===== src/rtl/pipe_tag_tracker.sv =====
// Destination-tag / tnew tracker for the EX, MEM and WB stages of a 5-stage pipe.
// Define MDU_BUSY_EN to add the multiply/divide busy countdown and its stall request.
module pipe_tag_tracker #(
  parameter int MULT_CYCLES = 5,
  parameter int DIV_CYCLES  = 10
) (
  input  logic       clk,
  input  logic       reset,
  input  logic       id_valid,
  input  logic [4:0] id_a3,
  input  logic [1:0] id_tnew,
  input  logic       stall,
  input  logic       flush_ex_mem,
`ifdef MDU_BUSY_EN
  input  logic       id_md_start,
  input  logic       id_md_type,
  input  logic       id_md_use,
  output logic       md_busy,
  output logic       md_stall,
`endif
  output logic [4:0] ex_a3,
  output logic [4:0] mem_a3,
  output logic [4:0] wb_a3,
  output logic [1:0] ex_tnew,
  output logic [1:0] mem_tnew,
  output logic       ex_valid,
  output logic       mem_valid,
  output logic       wb_valid
);

  logic       ex_valid_q, ex_valid_d;
  logic [4:0] ex_a3_q, ex_a3_d;
  logic [1:0] ex_tnew_q, ex_tnew_d;
  logic       mem_valid_q, mem_valid_d;
  logic [4:0] mem_a3_q, mem_a3_d;
  logic [1:0] mem_tnew_q, mem_tnew_d;
  logic       wb_valid_q, wb_valid_d;
  logic [4:0] wb_a3_q, wb_a3_d;
  logic       id_writes;

  // An instruction without a real destination never has anything to forward.
  assign id_writes = id_valid && (id_a3 != 5'd0);

  always_comb begin
    ex_valid_d  = 1'b0;
    ex_a3_d     = 5'd0;
    ex_tnew_d   = 2'd0;
    mem_valid_d = 1'b0;
    mem_a3_d    = 5'd0;
    mem_tnew_d  = 2'd0;
    wb_valid_d  = mem_valid_q;
    wb_a3_d     = mem_a3_q;
    if (!stall) begin
      ex_valid_d = id_valid;
      ex_a3_d    = id_writes ? id_a3 : 5'd0;
      ex_tnew_d  = id_writes ? id_tnew : 2'd0;
    end
    if (!flush_ex_mem) begin
      mem_valid_d = ex_valid_q;
      mem_a3_d    = ex_a3_q;
      mem_tnew_d  = (ex_tnew_q != 2'd0) ? ex_tnew_q - 2'd1 : 2'd0;
    end
  end

  always_ff @(posedge clk) begin
    if (reset) begin
      ex_valid_q  <= 1'b0;
      ex_a3_q     <= 5'd0;
      ex_tnew_q   <= 2'd0;
      mem_valid_q <= 1'b0;
      mem_a3_q    <= 5'd0;
      mem_tnew_q  <= 2'd0;
      wb_valid_q  <= 1'b0;
      wb_a3_q     <= 5'd0;
    end else begin
      ex_valid_q  <= ex_valid_d;
      ex_a3_q     <= ex_a3_d;
      ex_tnew_q   <= ex_tnew_d;
      mem_valid_q <= mem_valid_d;
      mem_a3_q    <= mem_a3_d;
      mem_tnew_q  <= mem_tnew_d;
      wb_valid_q  <= wb_valid_d;
      wb_a3_q     <= wb_a3_d;
    end
  end

  assign ex_valid  = ex_valid_q;
  assign ex_a3     = ex_a3_q;
  assign ex_tnew   = ex_tnew_q;
  assign mem_valid = mem_valid_q;
  assign mem_a3    = mem_a3_q;
  assign mem_tnew  = mem_tnew_q;
  assign wb_valid  = wb_valid_q;
  assign wb_a3     = wb_a3_q;

`ifdef MDU_BUSY_EN
  localparam logic [3:0] MULT_LD = 4'(MULT_CYCLES);
  localparam logic [3:0] DIV_LD  = 4'(DIV_CYCLES);

  logic [3:0] md_cnt_q, md_cnt_d;
  logic       md_busy_q, md_busy_d;
  logic       md_started_q, md_started_d;

  // A start accepted while busy simply reloads the countdown.
  always_comb begin
    md_started_d = id_md_start && !stall;
    md_cnt_d     = md_cnt_q;
    if (md_started_d) begin
      md_cnt_d = id_md_type ? DIV_LD : MULT_LD;
    end else if (md_cnt_q != 4'd0) begin
      md_cnt_d = md_cnt_q - 4'd1;
    end
    md_busy_d = (md_cnt_d != 4'd0);
  end

  always_ff @(posedge clk) begin
    if (reset) begin
      md_cnt_q     <= 4'd0;
      md_busy_q    <= 1'b0;
      md_started_q <= 1'b0;
    end else begin
      md_cnt_q     <= md_cnt_d;
      md_busy_q    <= md_busy_d;
      md_started_q <= md_started_d;
    end
  end

  assign md_busy  = md_busy_q;
  // The start sitting in EX has not loaded the busy flag's consumers yet, so cover it too.
  assign md_stall = id_md_use && (md_busy_q || (ex_valid_q && md_started_q));
`endif

endmodule


===== config.mk =====
export PLATFORM = sky130hd
export DESIGN_NAME = pipe_tag_tracker
export DESIGN_NICKNAME = d
export VERILOG_FILES = /design/src/rtl/pipe_tag_tracker.sv
export SDC_FILE = /design/constraint.sdc
export NUM_CORES = 1
export LEC_CHECK = 0
export CORE_MARGIN = 3
export CORE_UTILIZATION = 36
export CTS_CLUSTER_SIZE = 8
export DETAILED_ROUTE_END_ITERATION = 12
export PLACE_DENSITY = 0.74
export SETUP_SLACK_MARGIN = 0.15
export SLEW_MARGIN = 20
export SYNTH_ARGS = -nofsm -noshare
export SYNTH_HDL_FRONTEND = slang
export SYNTH_SLANG_ARGS = --single-unit

===== constraint.sdc =====
create_clock -name clk -period 1.4 [get_ports clk]
set_clock_uncertainty 0.2 [all_clocks]
set_input_delay 0.28 -clock clk [delete_from_list [all_inputs] [get_ports clk]]
set_output_delay 0.28 -clock clk [all_outputs]
set_load 0.02 [all_outputs]

==> results of run 1 <==
-- worst max path at each step --
stage,startpoint,to,slack [ps],cells past startpoint
after floorplan,id_a3[1],ex_tnew[0],160,2
after global placement,id_a3[1],ex_tnew[1],-270,3
after detailed placement,id_a3[1],ex_tnew[1],-310,3
after CTS,ex_tnew[0],ex_tnew[0],130,1
after global routing,ex_tnew[0],ex_tnew[0],100,1
final,ex_tnew[0],ex_tnew[0],150,1
-- cells in the mapped netlist, drive strengths merged --
library cell and instances:
buf 1, or3 1, nor3b 1, nor2b 6, ha 1, nor4 2
dfxtp 22, inv 2, and2 11, o311a 2, nor2 1
-- cell type report --
type                    count  share of cell area (%)
flip-flops and latches     22                    41.8
repair buffers             38                    34.9
multi-input cells          25                    16.7
clock buffers               4                    3.24
well taps                  24                    2.68
inverters                   2                   0.671
-- power by group through the flow --
| stage | combinational [mW] | sequential (mW) | clock [mW] |
|---|---|---|---|
| after CTS | 0.100 | 0.644 | 0.348 |
| after global placement | 0.100 | 0.654 | 0 |
| after floorplan | 0.0203 | 0.668 | 0 |
| after global routing | 0.108 | 0.646 | 0.362 |
| after detailed placement | 0.102 | 0.655 | 0 |
| final | 0.0997 | 0.644 | 0.332 |
-- through the flow --
stage                     power, mW  area, sq um  setup slack, ps
after detailed placement      0.757         1030             -313
after CTS                      1.09         1090              134
final                          1.08         1120              151
after global routing           1.12         1120              104
after floorplan               0.688          639              160
after global placement        0.755         1030             -273
-- sequential cells by signal, summed over array words and instances, names as in the netlist --
register / flops
ex_a3: 5
ex_tnew: 2
ex_valid: 1
mem_a3: 5
mem_tnew: 2
mem_valid: 1
wb_a3: 5
wb_valid: 1
-- logic make-up after synthesis --
| group | count (synthesis) | synth area share, % |
|---|---|---|
| DFF | 22 | 68.9 |
| and+or+nand+nor | 22 | 24.1 |
| buffers and inverters | 3 | 1.96 |
| adders and majority gates | 1 | 1.96 |
| AOI/OAI and AO/OA | 2 | 3.13 |
-- metal layers --
metal / GRT usage, % / vias to the layer above / wire length [um]
met5: 0 / - / 0
met3: 7.01 / 0 / 166
met4: 4.84 / 0 / 0
met2: 21.9 / 23 / 575
met1: 12.6 / 203 / 430
li1: - / 247 / -
-- timing repair --
action                                  CTS  global route
endpoints found under the setup margin   24            23
pin swaps                                 2             0
gates resized for setup                 146            12
gates cloned                              0             0
==> run metrics, run 1 <==
run status=finished clean; arrival time worst endpoint=770 ps; Die W=~48 um; Slew Limit Fails=0; Final Non-Filler Cells=115; worst-margin pin slew=about 260 ps; Net Switching=0.220 mW; cell depth of the worst min-delay path=2; top cell type's share of synthesized area=between 60 and 70%; postcts setup bufs=0; layout cells sized above 1=61.5%; Initial DRC Count=4; commonest non-fill, non-tap cells in the layout=dfxtp_2, buf_6, and2_1; placed insts=approximately 110; DRC violations left=0; first-pass detailed-route iteration total=3; Cell Rows=14; H-Tree Depth=1; combinational share of power=9.3%; I/O pins=34; Filler cells=114; post-route antenna net violation count=0; VDD IR max=around 0.0006 V; post-synth top area cell=dfxtp_1; P_leak=between 0.4 and 0.5 nW; Detail Placement HPWL=between 900 and 1000 um; die area=around 2300 sq um; ratio of final minimum period to clock period=89.2%; WS Path Type=flop to primary output; endpoints failing hold=0; Net Count, Synth=63; vias per cell=about 4; area occupied by multi-input gates=186 sq um; die height=~48 um; cts hold-fix bufs=0; WL/cell=between 10 and 15 um; Seq/Total Area, Yosys=between 60 and 70%; Initial Util=around 40%; crit path max fanout=2; hold endpoint=ex_a3[3]; total grt overflow=0; sequential power share=~60%; worst r2r dst=mem_tnew[1]; vias post-DR=473; reg2reg start=ex_tnew[0]; Crit. End Element=primary output; Num CTS Buffers=3; largest net degree at the start of global routing=13; first-pass GRT wire length=about 2000 um; GR Util All Layers=about an eighth; nets=around 110; Setup crit start kind=flop; Mapped Area=between 600 and 700 sq um; Critical Path RT=slightly above 900 ps; CP max stage delay=between 300 and 400 ps; Sw Share=roughly a fifth; TNS Setup=0 ps; Max Clk Rate=about 800 MHz; P per Cell Area=962 nW/um^2; CTS max path bufs=2; RSZ-0062 raised after global routing=yes; Max Cap Viol=0; CTS tree=yes; hold_ws=between 100 and 150 ps; internal reg-to-reg setup slack=between 150 and 200 ps; fin crit period=about 1200 ps; Post-Syn Instances=50; CP Buf/Inv Count=1; ant diodes=0; Synth Register Bits=22; RePlAce Congestion=around 0.62; R2R depth=4; YS warnings=0; internal power=0.856 mW; Syn Area/Cell=12.8 sq um; Clock Tree Root=clkbuf_4; CTS sink count=22; worst hold path type=input port to flop; hold path start=id_a3[3]; DRT Wirelength=around 1200 um; CP delay by family, top=flip-flops; worst-skew pair later-pin latency=290 ps; vias in the first global route=a little under 500; core area=between 1500 and 2000 sq um; Layout area overhead=75.0%; clock slew at reported path FFs=~120 ps; critical path's slowest cell=dfxtp_2; Clk pwr share=between 30% and 40%; initial antenna violation count=0; max_slew headroom=between 80% and 90%; CP cell instances=buf_6; distinct cell type count of the synthesized netlist=12; Port Buffers=33; final setup fails=0; FF+latch area=468 sq um; final core occ=between 70 and 80%; Area contributors post-synth=dfxtp_1, and2_1, nor2b_1
Note: power is estimated with default switching activity, not from simulation.
==> run 2: changes to the inputs <==
- CORE_MARGIN: 3 -> 2
==> run metrics, run 2 (synthesized netlist as in run 1, its figures left out) <==
run status=finished clean (unchanged); critical path's slowest cell=dfxtp_2 (unchanged); largest net degree at the start of global routing=14 (was 13); hold_ws=120 ps (was 129 ps); worst hold path type=input port to flop (unchanged); post-route cell area=1110 sq um (was 1120 sq um); die area=2130 sq um (was 2320 sq um); RePlAce Congestion=0.633 (was 0.623); RSZ-0062 raised after global routing=yes (unchanged); first-pass GRT wire length=1750 um (was 2000 um); vias post-DR=470 (was 473); post-route antenna net violation count=0 (unchanged); P per Cell Area=1090 nW/um^2 (was 962 nW/um^2); I/O pins=34 (unchanged); P_leak=0.487 nW (was 0.490 nW); max_slew headroom=80.4% (was 82.3%); CTS max path bufs=2 (unchanged); Max Clk Rate=803 MHz (was 800 MHz); area occupied by multi-input gates=186 sq um (unchanged); Initial Util=37.9% (was 40.1%); arrival time worst endpoint=770 ps (about the same); Die W=46.1 um (was 48.1 um); worst-margin pin slew=292 ps (was 265 ps); CTS tree=yes (unchanged); Max Cap Viol=0 (unchanged); Cell Rows=15 (was 14); Initial DRC Count=2 (was 4); FF+latch area=468 sq um (unchanged); WS Path Type=flop to primary output (unchanged); WL/cell=11.0 um (was 10.2 um); layout cells sized above 1=60.7% (was 61.5%); final setup fails=0 (unchanged); CTS sink count=22 (unchanged); initial antenna violation count=0 (unchanged); final core occ=65.8% (was 70.2%); commonest non-fill, non-tap cells in the layout=dfxtp_2, buf_6, and2_1 (unchanged); ant diodes=0 (unchanged); VDD IR max=0.000676 V (was 0.000612 V); endpoints failing hold=0 (unchanged); die height=46.1 um (was 48.1 um); crit path max fanout=2 (unchanged); CP max stage delay=360 ps (about the same); Critical Path RT=920 ps (about the same); first-pass detailed-route iteration total=3 (unchanged); clock slew at reported path FFs=120 ps (about the same); CP Buf/Inv Count=1 (unchanged); core area=1690 sq um (was 1590 sq um); Clock Tree Root=clkbuf_4 (unchanged); DRT Wirelength=1170 um (about the same); Num CTS Buffers=3 (unchanged); fin crit period=1250 ps (about the same); vias per cell=4.43 (was 4.11); Detail Placement HPWL=894 um (was 931 um); H-Tree Depth=1 (unchanged); worst-skew pair later-pin latency=300 ps (was 290 ps); DRC violations left=0 (unchanged); Layout area overhead=73.8% (was 75.0%); GR Util All Layers=11.9% (was 12.7%); Setup WS post-layout=154 ps (was 151 ps); Port Buffers=33 (unchanged); total chip power=1.21 mW (was 1.08 mW); CP delay by family, top=flip-flops (unchanged); vias in the first global route=441 (was 487); total grt overflow=0 (unchanged); Slew Limit Fails=0 (unchanged); dpl cell area=1010 sq um (was 1030 sq um); Crit. End Element=primary output (unchanged); nets=103 (was 105); Filler cells=138 (was 114); CP cell instances=buf_6 (unchanged); ratio of final minimum period to clock period=89.0% (was 89.2%); Setup crit start kind=flop (unchanged); Place WS=-294 ps (was -313 ps)
==> run 2: layer usage <==
layer,GRT usage (%),vias to the layer above,routed length (um)
met5,0,-,0
met4,10.3,0,27
met3,1.18,2,60
met2,20.3,22,588
met1,13.0,206,492
li1,-,240,-
==> run 2: path summary, 6_finish.rpt <==
path	start	slack, ps	cells after the start	endpoint
worst max register to register	ex_tnew[0]	160	4	mem_tnew[0]
worst max-delay path	ex_tnew[0]	150	1	ex_tnew[0]
worst min register to register	ex_a3[3]	280	1	mem_a3[3]
worst min-delay path	id_a3[0]	120	2	ex_a3[0]
==> run 2: repair_timing <==
action                     CTS  global route
pin swaps                    2             0
gates resized for setup    136            22
setup buffers                0             0
setup endpoints to repair   24            23
hold buffers                 0             0
==> run 2: final cells by class <==
type	count	share of cell area, %
Sequential cell	22	42.1
Timing Repair Buffer	36	33.8
Multi-Input combinational cell	25	16.8
Clock inverter	1	2.70
Clock buffer	3	2.03
Tap cell	17	1.91
Inverter	2	0.676
==> run 2: per-stage QoR <==
step	std cells	TNS [ps]
4_1_cts	106	0
3_3_place_gp	102	-2220
2_1_floorplan	50	0
3_5_place_dp	102	-2160
5_1_grt	106	0
6_report	106	0
==> run 2: where the power goes <==
part           internal [mW]  switching [mW]  total, mW
clock network          0.289           0.178      0.467
logic                 0.0569          0.0382     0.0951
registers              0.638         0.00648      0.644
